<file path="src/rtl/reaction_pkg.sv">
// Shared types and constants for the reaction-test sequencer.
package reaction_pkg;

  typedef enum logic [1:0] {
    IDLE = 2'd0,
    ARM  = 2'd1,
    STIM = 2'd2,
    DONE = 2'd3
  } state_e;

  // Fibonacci taps 16,14,13,11 -> bits 15,13,12,10
  localparam logic [15:0] LFSR_TAPS      = 16'hB400;
  localparam logic [15:0] RESULT_TIMEOUT = 16'hFFFF;

  // Width that holds min_ms + (2**bits - 1), never less than bits+1.
  function automatic int delay_width(input int min_ms, input int bits);
    int w;
    w = $clog2(min_ms + (1 << bits));
    return (w > bits + 1) ? w : bits + 1;
  endfunction

endpackage

</file>
<file path="src/rtl/lfsr16.sv">
// Free-running 16-bit Fibonacci LFSR, advances every clock.
module lfsr16
  import reaction_pkg::*;
#(
  parameter logic [15:0] SEED = 16'hACE1
) (
  input  logic        clk,
  input  logic        rstn,
  output logic [15:0] q
);

  always_ff @(posedge clk or negedge rstn) begin
    if (!rstn) q <= SEED;
    else       q <= {q[14:0], ^(q & LFSR_TAPS)};
  end

endmodule

</file>
<file path="src/rtl/reaction_ctrl.sv">
// Reaction-test sequencer: random pre-delay, stimulus LED, latency capture via external Counter.
// Optional REACT_BEST_HOLD_EN adds best_ms, the minimum of all valid reaction results.
module reaction_ctrl
  import reaction_pkg::*;
#(
  parameter int          CLK_PER_MS   = 100000,
  parameter int          MIN_DELAY_MS = 1000,
  parameter int          DELAY_BITS   = 12,
  parameter int          TIMEOUT_MS   = 9999,
  parameter logic [15:0] LFSR_SEED    = 16'hACE1
) (
  input  logic        clk,
  input  logic        rstn,
  input  logic        start_btn,
  input  logic        react_btn,
  input  logic [15:0] cnt_count,
  input  logic        cnt_carry,
  output logic        cnt_enable,
  output logic        cnt_clear,
  output logic        led_stim,
  output logic        busy,
  output logic [15:0] result_ms,
  output logic        result_valid,
  output logic        too_early,
  output logic        timeout
`ifdef REACT_BEST_HOLD_EN
  ,
  output logic [15:0] best_ms
`endif
);

  localparam int              DELAY_W     = delay_width(MIN_DELAY_MS, DELAY_BITS);
  localparam int              PS_W        = (CLK_PER_MS > 1) ? $clog2(CLK_PER_MS) : 1;
  localparam logic [PS_W-1:0] PS_LAST     = PS_W'(CLK_PER_MS - 1);
  localparam logic [15:0]     TIMEOUT_CNT = 16'(TIMEOUT_MS);

  state_e             state;
  logic [PS_W-1:0]    prescale;
  logic [DELAY_W-1:0] delay;
  logic [15:0]        lfsr_q;
  logic               ms_tick;
  logic               accept_start;
  logic               stim_timeout;

  lfsr16 #(.SEED(LFSR_SEED)) u_lfsr (
    .clk  (clk),
    .rstn (rstn),
    .q    (lfsr_q)
  );

  assign accept_start = start_btn && ((state == IDLE) || (state == DONE));
  assign ms_tick      = (prescale == PS_LAST);
  assign stim_timeout = (cnt_count == TIMEOUT_CNT) || cnt_carry;
  assign cnt_clear    = accept_start;
  assign cnt_enable   = (state == STIM) && ms_tick;
  assign busy         = (state == ARM) || (state == STIM);

  // Restarting the prescaler on start aligns the first ARM tick to a full ms.
  always_ff @(posedge clk or negedge rstn) begin
    if (!rstn)                       prescale <= '0;
    else if (accept_start || ms_tick) prescale <= '0;
    else                             prescale <= prescale + 1'b1;
  end

  always_ff @(posedge clk or negedge rstn) begin
    if (!rstn) begin
      state        <= IDLE;
      delay        <= '0;
      led_stim     <= 1'b0;
      result_ms    <= '0;
      result_valid <= 1'b0;
      too_early    <= 1'b0;
      timeout      <= 1'b0;
    end else begin
      result_valid <= 1'b0;
      case (state)
        IDLE, DONE: begin
          if (start_btn) begin
            too_early <= 1'b0;
            timeout   <= 1'b0;
            delay     <= DELAY_W'(MIN_DELAY_MS) + DELAY_W'(lfsr_q[DELAY_BITS-1:0]);
            state     <= ARM;
          end
        end
        ARM: begin
          // An early press beats a delay expiry in the same cycle.
          if (react_btn) begin
            too_early    <= 1'b1;
            result_ms    <= '0;
            result_valid <= 1'b1;
            state        <= DONE;
          end else if (ms_tick) begin
            delay <= delay - 1'b1;
            if (delay == DELAY_W'(1)) begin
              state    <= STIM;
              led_stim <= 1'b1;
            end
          end
        end
        STIM: begin
          // A press beats a timeout; cnt_count is still the pre-tick value here.
          if (react_btn) begin
            result_ms    <= cnt_count;
            result_valid <= 1'b1;
            led_stim     <= 1'b0;
            state        <= DONE;
          end else if (stim_timeout) begin
            timeout      <= 1'b1;
            result_ms    <= RESULT_TIMEOUT;
            result_valid <= 1'b1;
            led_stim     <= 1'b0;
            state        <= DONE;
          end
        end
        default: state <= IDLE;
      endcase
    end
  end

`ifdef REACT_BEST_HOLD_EN
  always_ff @(posedge clk or negedge rstn) begin
    if (!rstn)
      best_ms <= RESULT_TIMEOUT;
    else if ((state == STIM) && react_btn && (cnt_count < best_ms))
      best_ms <= cnt_count;
  end
`endif

endmodule

</file>
<file path="config.mk">
export PLATFORM = sky130hd
export DESIGN_NAME = reaction_ctrl
export DESIGN_NICKNAME = d
export VERILOG_FILES = /design/src/rtl/reaction_pkg.sv /design/src/rtl/lfsr16.sv /design/src/rtl/reaction_ctrl.sv
export SDC_FILE = /design/constraint.sdc
export NUM_CORES = 1
export LEC_CHECK = 0
export BUFFER_PORTS_ARGS = -buffer_cell sky130_fd_sc_hd__clkbuf_2
export CORE_MARGIN = 2
export CORE_UTILIZATION = 58
export DETAILED_ROUTE_END_ITERATION = 10
export GPL_ROUTABILITY_DRIVEN = 0
export PLACE_DENSITY = 0.81
export SLEW_MARGIN = 10
export SYNTH_ARGS = -nofsm -noshare
export SYNTH_HDL_FRONTEND = slang
export SYNTH_SLANG_ARGS = --single-unit
export TNS_END_PERCENT = 30
</file>
<file path="constraint.sdc">
create_clock -name clk -period 2.9 [get_ports clk]
set_input_delay 0.145 -clock clk [delete_from_list [all_inputs] [get_ports clk]]
set_output_delay 0.145 -clock clk [all_outputs]
set_load 0.02 [all_outputs]
</file>
# After elaboration in Yosys (flattened, before gate mapping)
# Index checks and enable logic that the tools add are counted.
dict set report classes {
  n_addsub 3
  n_eq_ne 16
  muxes 32
  reduce_logical 18
}
# op count
set op_table {}
lappend op_table {{$mux W16} 3}
lappend op_table {{$mux W13} 3}
lappend op_table {{$pmux W16 S2} 1}
lappend op_table {{$pmux W13 S2} 1}
lappend op_table {{$add A17 B1 Y17 const B} 1}
lappend op_table {{$eq A17 B17 Y1 const B} 1}
lappend op_table {{$mux W17} 1}
lappend op_table {{$eq A16 B14 Y1 const B} 1}
lappend op_table {{$reduce_xor A16 Y1} 1}
lappend op_table {{$add A10 B12 Y13 const A} 1}
lappend op_table {{$eq A13 B1 Y1 const B} 1}
lappend op_table {{$sub A13 B1 Y13 const B} 1}
lappend op_table {{$mux W1} 12}
lappend op_table {{$mux W2} 6}
lappend op_table {{$ne A2 B2 Y1 const B} 6}
lappend op_table {{$reduce_and A4 Y1} 3}
lappend op_table {{$pmux W1 S2} 4}
lappend op_table {{$ne A3 B3 Y1 const B} 2}
lappend op_table {{$pmux W2 S3} 1}
lappend op_table {{$reduce_and A3 Y1} 2}
lappend op_table {{$reduce_bool A2 Y1} 3}
lappend op_table {{$reduce_and A5 Y1} 1}
lappend op_table {{$eq A2 B2 Y1 const B} 2}
lappend op_table {{$logic_or A1 B1 Y1} 4}
lappend op_table {{6 further kinds} 7}
dict set report word_totals {
  ff_bits 68
  elab_cells 78
}

# Depth between registers and ports, before layout
dict set report logic_depth {
  word_depth 5
  ltp_mapped 9
}

# Cells and area by module
# From an unflattened synthesis, not the netlist that was laid out.
dict set report hier_totals {
  hier_cells 312
  hier_area_um2 3413.3
}
# mod instances cells_per_inst area_each_um2
set modules_own_cells {}
lappend modules_own_cells {reaction_ctrl 1 293 2976.6}
lappend modules_own_cells {lfsr16 1 19 436.7}

# Worst setup path before layout
# OpenSTA, ideal clock, no wires.
dict set report synth_timing {
  path_kind {reg-to-reg}
  start {register delay[0]}
  end {register delay[10]}
  setup_ps 129
  t_arrival_ps 1898
  t_required_ps 2771
  setup_slack_ps 873
  path_stages_with_launch 8
  synth_period_minus_slack_ps 2027
  cell_sequence {dfrtp_1 inv_1 ha_1 or3b_4 or4_1 o31a_1 o21ai_0 o21ai_0}
}
dict set report synth_via {
  elab_chain_cells 4
}
# item line
set synth_rtl {}
lappend synth_rtl {{start: declaration} reaction_ctrl.sv:39} ;# logic [DELAY_W-1:0] delay;
lappend synth_rtl {{start signal: assignment} reaction_ctrl.sv:81} ;# delay <= DELAY_W'(MIN_DELAY_MS) + DELAY_W'(lfsr_q[DELAY_BITS-1:0]);
lappend synth_rtl {{start signal: assignment} reaction_ctrl.sv:93} ;# delay <= delay - 1'b1;
lappend synth_rtl {{$sub A13 B1 Y13} reaction_ctrl.sv:93}
lappend synth_rtl {{$mux W13} reaction_ctrl.sv:92} ;# end else if (ms_tick) begin
lappend synth_rtl {{$mux W13} reaction_ctrl.sv:87} ;# if (react_btn) begin
lappend synth_rtl {{$pmux W13 S2} reaction_ctrl.sv:76} ;# case (state)
# Every way passes these cells. The select of a mux whose other input is x is not followed.
# A chain may end at the register's enable or synchronous reset.

# Worst setup path after layout
# Same ends and word-level chain as after synthesis.

==> flow_summary.json <==
{
  "antenna_found_initial": 0,
  "root_buffer": "clkbuf_8",
  "fp.coreArea_um2": 5850,
  "htree_levels": 3,
  "hold_class": "primary input to register",
  "cts_sinks": 68,
  "synth_cell_types": 59,
  "total_power_mw": 3.67,
  "hold_viol_final": 0,
  "crit_arrival_ps": 2420,
  "hold_depth": 3,
  "grt_max_degree": 46,
  "drv_cap": 0,
  "pre_cts_slack_ps": 678,
  "finalSetupViolations": 0,
  "grt_pass1_vias": 2610,
  "finalInstanceArea_um2": 3920,
  "clk_pin_slew_ps": 80,
  "setup_tns_ps": 0,
  "clock_latency_ps": 360,
  "yosys.area.top_type_share_pct": 43.4,
  "yosysTopAreaCell": "dfrtp_1",
  "holdWs_ps": 38.9,
  "utilization_pct": 67.0,
  "drt-total-wl_um": 7320,
  "io_pins": 44,
  "fmax_mhz": 455,
  "synth_top_cells_by_area": "dfrtp_1, dfstp_2, nor2_1",
  "dp_hpwl_um": 5110,
  "post-cts-setup-buffers": 0,
  "vias": 2813,
  "final_cell_mix": "dfrtp_1, nor2_1, clkbuf_2",
  "tightestPinTransition_ps": 1060,
  "ys_seq_area_share_pct": 49.5,
  "syn_area_um2": 3460,
  "fin_crit_ps": 2200,
  "async_flop_share_pct": 100,
  "crit_path_end_kind": "register",
  "cts_tree": "done",
  "p_leak_nw": 1.75,
  "die_x_um": 81.2,
  "ys_warn_count": 0,
  "dieArea_um2": 6590,
  "mostFrequentLayoutCell": "dfrtp_1",
  "avgSynthCellArea_um2": 10.1,
  "layout-drive-gt1-share_pct": 21.4,
  "max_slew_margin_pct": 29.3,
  "drc": 0,
  "die_h_um": 81.2,
  "synth-main-ff-cell": "dfrtp_1",
  "final_nets": 415,
  "clk_path_buf_depth": 2,
  "worst-setup-path-type": "register to register",
  "fin_crit_sh_pct": 75.8,
  "worst-path-max-fanout": 5,
  "synth_edf_count": 0,
  "grt_first_pass_wirelength_um": 12100,
  "power_density_nw_per_um2": 937,
  "setup_ws_ps": 703,
  "wire_per_inst_um": 15.6,
  "num_rows": 28,
  "drt-initial-drc-count": 276,
  "netlist_instances": 342,
  "outcome": "finished, final reports clean",
  "final.setup_skew_ps": 14.5,
  "rsz0062_at_grt": "no",
  "ir_drop_mv": 0.538,
  "cts_buffers": 9,
  "ys_seq_elements": 68,
  "numPortBuffers": 43,
  "dp.cells": 451,
  "firstDrtPassIters": 5,
  "areaGrowthSynthToFinish_pct": 13.4,
  "ff2ff_path_depth": 7,
  "ant_nets": 0,
  "overflow": 0,
  "dpl_cell_area_um2": 3710,
  "cts_hold_buffers": 1,
  "critPathLaunchType": "register",
  "required_ps": 3120,
  "final-max-slew-violation-count": 0,
  "viasPerCell": 6.01,
  "track_usage_pct": 24.3,
  "fin_cells": 468,
  "cts_resized": 0,
  "syn-num-nets": 369,
  "antennaDiodeCount": 0,
  "start_util_pct": 59.1
}
[report_power, final]
group | switching, mW | internal [mW]
registers | 0.219 | 1.19
clock network | 0.350 | 0.444
logic | 0.918 | 0.549
total | 1.49 | 2.19
[flip-flops by register name, indices dropped and copies added (netlist names)]
register and cells:
too_early 1, timeout 1, u_lfsr.q 16, result_valid 1, prescale 17, delay 13, led_stim 1, result_ms 16
state 2
[Yosys cell counts, drive strengths merged, types with 3 or more instances]
master  count
or2         3
a22oi      16
nand3      12
nor3       10
o21ai      29
dfrtp      60
nor4b       6
nand4       6
inv        11
dfstp       8
ha          6
a21oi       7
xnor2      10
or3         3
a211o       3
xor2       15
or4         3
nor3b       3
nor2       50
clkbuf     12
nand2      21
mux2i       3
nor4        7
[worst max-delay path: stages (launching register included)]
cell and delay [ps]:
dfrtp_1 420, inv_1 100, ha_1 170, or3b_4 400
or4_1 490, o31a_1 260, o21ai_0 130, o21ai_0 90
[final timing paths]
kind	startpoint	end	slack, ps
hold / removal	cnt_count[6]	result_ms[6]	40
hold reg to reg	u_lfsr.q[14]	u_lfsr.q[15]	350
setup / recovery	delay[0]	delay[10]	700
setup reg to reg	delay[0]	delay[10]	700
min in group asynchronous	rstn	result_ms[2]	480
max in group asynchronous	rstn	u_lfsr.q[11]	1590
[per-layer routing]
metal | GRT usage (%) | vias to the layer above | part of all wire (%)
met5 | 0 | - | 0
met4 | 9.49 | 0 | 2.0
met3 | 7.44 | 14 | 4.8
met2 | 38.4 | 75 | 48
met1 | 31.4 | 1383 | 45
li1 | - | 1341 | -
[cell families (layout without fill, tap and decap cells)]
kind of cell,after synthesis,count (layout),share of synthesized area [%]
simple gates,138,138,22.4
compound gates,78,78,15.1
flops,68,68,49.5
xor+xnor,25,25,6.34
buf+inv,24,75,3.62
fa+ha+maj,6,6,2.17
mux,3,3,0.869
[area by class of cell]
type	count	area, µm²
tap	75	93.8
clock inverter	2	35.0
sequential	68	1710
multi-input combinational	250	1620
timing repair buffer	48	255
fill	451	1930
inverter	11	41.3
clock buffer	14	163
No activity file was read; power rests on OpenSTA's default activity.
